--- src/rtl/mod_seq_ctrl.sv ---
// Modulator mode-switch sequencer: aligns mode changes to oscillator sample ticks, mutes the
// output while the multiplier path settles, and optionally steps through modes automatically.
module mod_seq_ctrl #(
  parameter int unsigned MULT_LAT = 2,
  parameter int unsigned HOLD_W   = 8
) (
  input  logic              clk,
  input  logic              rst_n,
  input  logic              sample_tick,
  input  logic              req_valid,
  input  logic [1:0]        req_mode,
  output logic              req_ready,
  input  logic              seq_en,
  input  logic [HOLD_W-1:0] hold_len,
  output logic [1:0]        mod_sel,
  output logic              mute,
  output logic              out_valid,
  output logic              busy
);

  typedef enum logic [1:0] {StIdle, StWaitTick, StMute, StSettle} state_e;

  state_e            state_q, state_d;
  logic [1:0]        mod_sel_q, mod_sel_d;
  logic [1:0]        pend_q, pend_d;
  logic [3:0]        settle_q, settle_d;
  logic [HOLD_W-1:0] hold_q, hold_d;

  logic              seq_on;
  logic              auto_hit;
  logic              switch_done;
  logic [HOLD_W:0]   hold_next;

  assign seq_on    = seq_en && (hold_len != '0);
  assign hold_next = {1'b0, hold_q} + (HOLD_W + 1)'(1);
  // The tick that brings the count up to hold_len fires the internal request itself.
  assign auto_hit  = (state_q == StIdle) && seq_on && sample_tick &&
                     (hold_next >= {1'b0, hold_len});

  always_comb begin
    state_d     = state_q;
    mod_sel_d   = mod_sel_q;
    pend_d      = pend_q;
    settle_d    = settle_q;
    switch_done = 1'b0;

    unique case (state_q)
      StIdle: begin
        // External requests win over a coincident internal one.
        if (req_valid) begin
          if (req_mode != mod_sel_q) begin
            pend_d  = req_mode;
            state_d = StWaitTick;
          end
        end else if (auto_hit) begin
          pend_d  = mod_sel_q + 2'd1;
          state_d = StWaitTick;
        end
      end
      StWaitTick: begin
        if (sample_tick) begin
          state_d = StMute;
        end
      end
      StMute: begin
        mod_sel_d = pend_q;
        settle_d  = '0;
        state_d   = StSettle;
      end
      StSettle: begin
        if (settle_q == 4'(MULT_LAT - 1)) begin
          state_d     = StIdle;
          switch_done = 1'b1;
        end else begin
          settle_d = settle_q + 4'd1;
        end
      end
      default: state_d = StIdle;
    endcase
  end

  always_comb begin
    hold_d = hold_q;
    if (!seq_on || switch_done) begin
      hold_d = '0;
    end else if ((state_q == StIdle) && sample_tick) begin
      if (auto_hit) begin
        hold_d = '0;
      end else if (hold_q != '1) begin
        hold_d = hold_next[HOLD_W-1:0];
      end
    end
  end

  always_ff @(posedge clk or negedge rst_n) begin
    if (!rst_n) begin
      state_q   <= StIdle;
      mod_sel_q <= 2'b00;
      pend_q    <= 2'b00;
      settle_q  <= '0;
      hold_q    <= '0;
    end else begin
      state_q   <= state_d;
      mod_sel_q <= mod_sel_d;
      pend_q    <= pend_d;
      settle_q  <= settle_d;
      hold_q    <= hold_d;
    end
  end

  assign mod_sel   = mod_sel_q;
  assign mute      = (state_q == StMute) || (state_q == StSettle);
  assign out_valid = !mute;
  assign busy      = (state_q != StIdle);
  assign req_ready = (state_q == StIdle);

endmodule

--- config.mk ---
export PLATFORM = sky130hd
export DESIGN_NAME = mod_seq_ctrl
export DESIGN_NICKNAME = d
export VERILOG_FILES = /design/src/rtl/mod_seq_ctrl.sv
export SDC_FILE = /design/constraint.sdc
export NUM_CORES = 1
export LEC_CHECK = 0
export ABC_AREA = 1
export CORE_MARGIN = 1.5
export CORE_UTILIZATION = 50
export DETAILED_ROUTE_END_ITERATION = 6
export DONT_BUFFER_PORTS = 1
export GPL_TIMING_DRIVEN = 0
export SLEW_MARGIN = 5
export SYNTH_ARGS = -nofsm -noshare
export SYNTH_HDL_FRONTEND = slang
export SYNTH_SLANG_ARGS = --single-unit
--- constraint.sdc ---
create_clock -name clk -period 2.9 [get_ports clk]
set_input_delay 0.58 -clock clk [delete_from_list [all_inputs] [get_ports clk]]
set_output_delay 0.58 -clock clk [all_outputs]
set_load 0.02 [all_outputs]
==> run metrics <==
Layout Cells excl Fill=between 200 and 250; CP max FO=9; ANT cells=0; WS Path Type=flop to flop; Setup WS pre-CTS=about 640 ps; minimum clock period=around 2200 ps; root buffer cell=clkbuf_4; status=finished, final reports clean; Critical Path Source=hold_q[0]; Slew @ Worst Pin=about 820 ps; Pwr Density=approximately 760 mW/mm2; hold_sp=req_valid; Final Cycle Share=76.8%; largest net degree at the start of global routing=19; main combinational cell family by area after synthesis=simple AND/OR/NAND/NOR gates; first-pass GRT wire length=4.56 mm; top cells by area, synth=dfrtp_1, ha_1, nand2_1; post-layout util=56.9%; # rows=18; peak supply drop=between 500 and 600 uV; final slew viol count=0; register area share after synthesis=approximately a third; area delta synth->final=5.13%; total CTS buffers=3; compound-cell area share of the yosys netlist=just under 8%; mux contribution to synthesized area=0%; max_cap viols=0; H-tree levels=1; Detailed Place HPWL=roughly 2 mm; die width=about 55 um; Yosys top cell area share=around 33%; Req. time, crit path=3090 ps; Post-Route WL=2.45 mm; WL/cell=approximately 12 um; startpoint types=flop; routability congestion estimate=between 0.8 and 0.9; Top Ports=21; CP endpoint kind=flop; Fin. Hold Viols=0; Mapped Cells=around 180; CTS max path bufs=2; Detail Route Antenna Nets=0; register bit count reported by yosys=18; height of the die=55.3 um; core region area=around 0.0025 mm2; area share of fa/ha/maj cells after synthesis=between 10 and 15%; synth unique cells=25; Port Buffers=0; Fmax=0.449 GHz; Hold WS=between 400 and 500 ps; gr usage total=around 18%; layout cells sized above 1=14.3%; die area=0.00305 mm2; setup tns final=0 ps; Vias/cell=5.35; WP data arrival=2420 ps; Resized cells post-CTS=0; 1st-iter DRT viols=37; Syn Nets=roughly 210; clock sinks=18; Worst-path clk slew=100 ps; Nets=around 210; Leakage=approximately 0.80 nW; CTS tree=done; Initial Util=54.1%; latest clock arrival within the worst-skew pair=290 ps; # hold bufs at CTS=1; initial antenna violation count=0; unrepaired setup endpoints after global routing=false; Fin Clk Skew=5.54 ps; via count=between 1,000 and 1,500; Post-CTS Setup Repair Bufs=0; Post-Synth Simple-Gate Area=between 30% and 40%; Post-Syn Area per Cell=7.67 um2; drt first pass iters=4; Syn. warnings=0; Setup Viol. Count Final=0; worst r2r src=hold_q[0]; Slew headroom=between 40 and 50%; filler cell count=approximately 260; Post-Syn Area=approximately 0.0014 mm2; HP Class=input pin to flop; grt total ovfl=0; DRC viols=0; cell taking the most area after synthesis=dfrtp_1; vias in the first global route=between 1,000 and 1,500; Post-Synth XOR/XNOR Area=4.40%; post-route setup slack=671 ps; Post-Place Cells=approximately 210
registers in the layout (all words and copies together) (netlist names):
name / count
state_q: 2
mod_sel: 2
pend_q: 2
hold_q: 8
settle_q: 4
synthesized netlist by cell type:
cell,n
nor2_1,4
nand3_1,9
nor3_1,1
xor2_1,3
o21ai_1,1
nand4_1,11
o22ai_1,3
inv_1,23
o21ai_2,1
nand2_2,5
nand2_1,50
ha_1,15
o21bai_1,1
xnor2_2,1
nor2_2,3
inv_2,6
a21oi_1,7
nand3_2,2
o21ai_0,5
clkinv_1,1
xnor2_1,2
nor2_4,3
dfrtp_1,18
nand2_4,2
a31oi_1,1
cell type report:
cell class / instances / area [um2] / share of cell area [%]
Inverter: 30 / 113 / 7.85
Tap cell: 30 / 37.5 / 2.62
Timing Repair Buffer: 1 / 10.0 / 0.697
Multi-Input combinational cell: 130 / 802 / 55.9
Sequential cell: 18 / 450 / 31.4
Clock buffer: 3 / 22.5 / 1.57
path summary, 6_finish.rpt:
check	endpoint	slack [ps]	cells after the start
worst max-delay path	state_q[1]	670	17
worst min-delay path	pend_q[0]	480	3
worst max register to register	state_q[1]	670	17
worst min register to register	mod_sel[0]	490	2
max in group asynchronous	mod_sel[1]	1580	1
min in group asynchronous	state_q[0]	810	1
per-stage QoR:
step           instance area (um2)  total power [mW]
6_report                      1440              1.09
5_1_grt                       1440              1.22
4_1_cts                       1440              1.11
3_5_place_dp                  1400             0.977
3_3_place_gp                  1400             0.958
2_1_floorplan                 1370             0.871
critical path: stages, from the launching register on:
cell and delay (ps):
dfrtp_1 400, ha_1 220, nand3_2 110, xor2_1 180, ha_1 300, nand2_1 70, nor2_1 100, nand2_1 60
nand3_1 90, nand2_1 60, nand2_1 50, nand2_1 50, nand2_2 100, nand2_4 100, nand2_4 80, nand2_2 50
nand2_1 50, nand2_1 50
cells in the final DEF, fill, tap and decap left out:
| cell type | synthesis | layout |
|---|---|---|
| a21oi_1 | 7 | 7 |
| a31oi_1 | 1 | 1 |
| clkbuf_4 | 0 | 3 |
| clkinv_1 | 1 | 1 |
| dfrtp_1 | 18 | 18 |
| dlygate4sd3_1 | 0 | 1 |
| ha_1 | 15 | 15 |
| inv_1 | 23 | 23 |
| inv_2 | 6 | 6 |
| nand2_1 | 50 | 50 |
| nand2_2 | 5 | 5 |
| nand2_4 | 2 | 2 |
| nand3_1 | 9 | 9 |
| nand3_2 | 2 | 2 |
| nand4_1 | 11 | 11 |
| nor2_1 | 4 | 4 |
| nor2_2 | 3 | 3 |
| nor2_4 | 3 | 3 |
| nor3_1 | 1 | 1 |
| o21ai_0 | 5 | 5 |
| o21ai_1 | 1 | 1 |
| o21ai_2 | 1 | 1 |
| o21bai_1 | 1 | 1 |
| o22ai_1 | 3 | 3 |
| xnor2_1 | 2 | 2 |
| xnor2_2 | 1 | 1 |
| xor2_1 | 3 | 3 |
power breakdown:
| part | total, mW | switching [mW] | internal (mW) |
|---|---|---|---|
| Clock | 0.123 | 0.0745 | 0.0484 |
| Sequential | 0.417 | 0.0887 | 0.328 |
| Combinational | 0.552 | 0.361 | 0.191 |
routing by layer:
| layer | part of all wire, % | track usage, % | vias up |
|---|---|---|---|
| met4 | 2.0 | 7.32 | 0 |
| li1 | - | - | 588 |
| met5 | 0 | 0 | - |
| met2 | 50 | 33.2 | 27 |
| met3 | 4.1 | 2.34 | 5 |
| met1 | 44 | 21.5 | 515 |
cell families (layout without fill, tap and decap cells):
| family | count (synthesis) | in the layout |
|---|---|---|
| simple gates | 90 | 90 |
| buf+inv | 30 | 34 |
| compound gates | 19 | 19 |
| flops | 18 | 18 |
| fa+ha+maj | 15 | 15 |
| xor+xnor | 6 | 6 |
No activity file was read; power rests on OpenSTA's default activity.
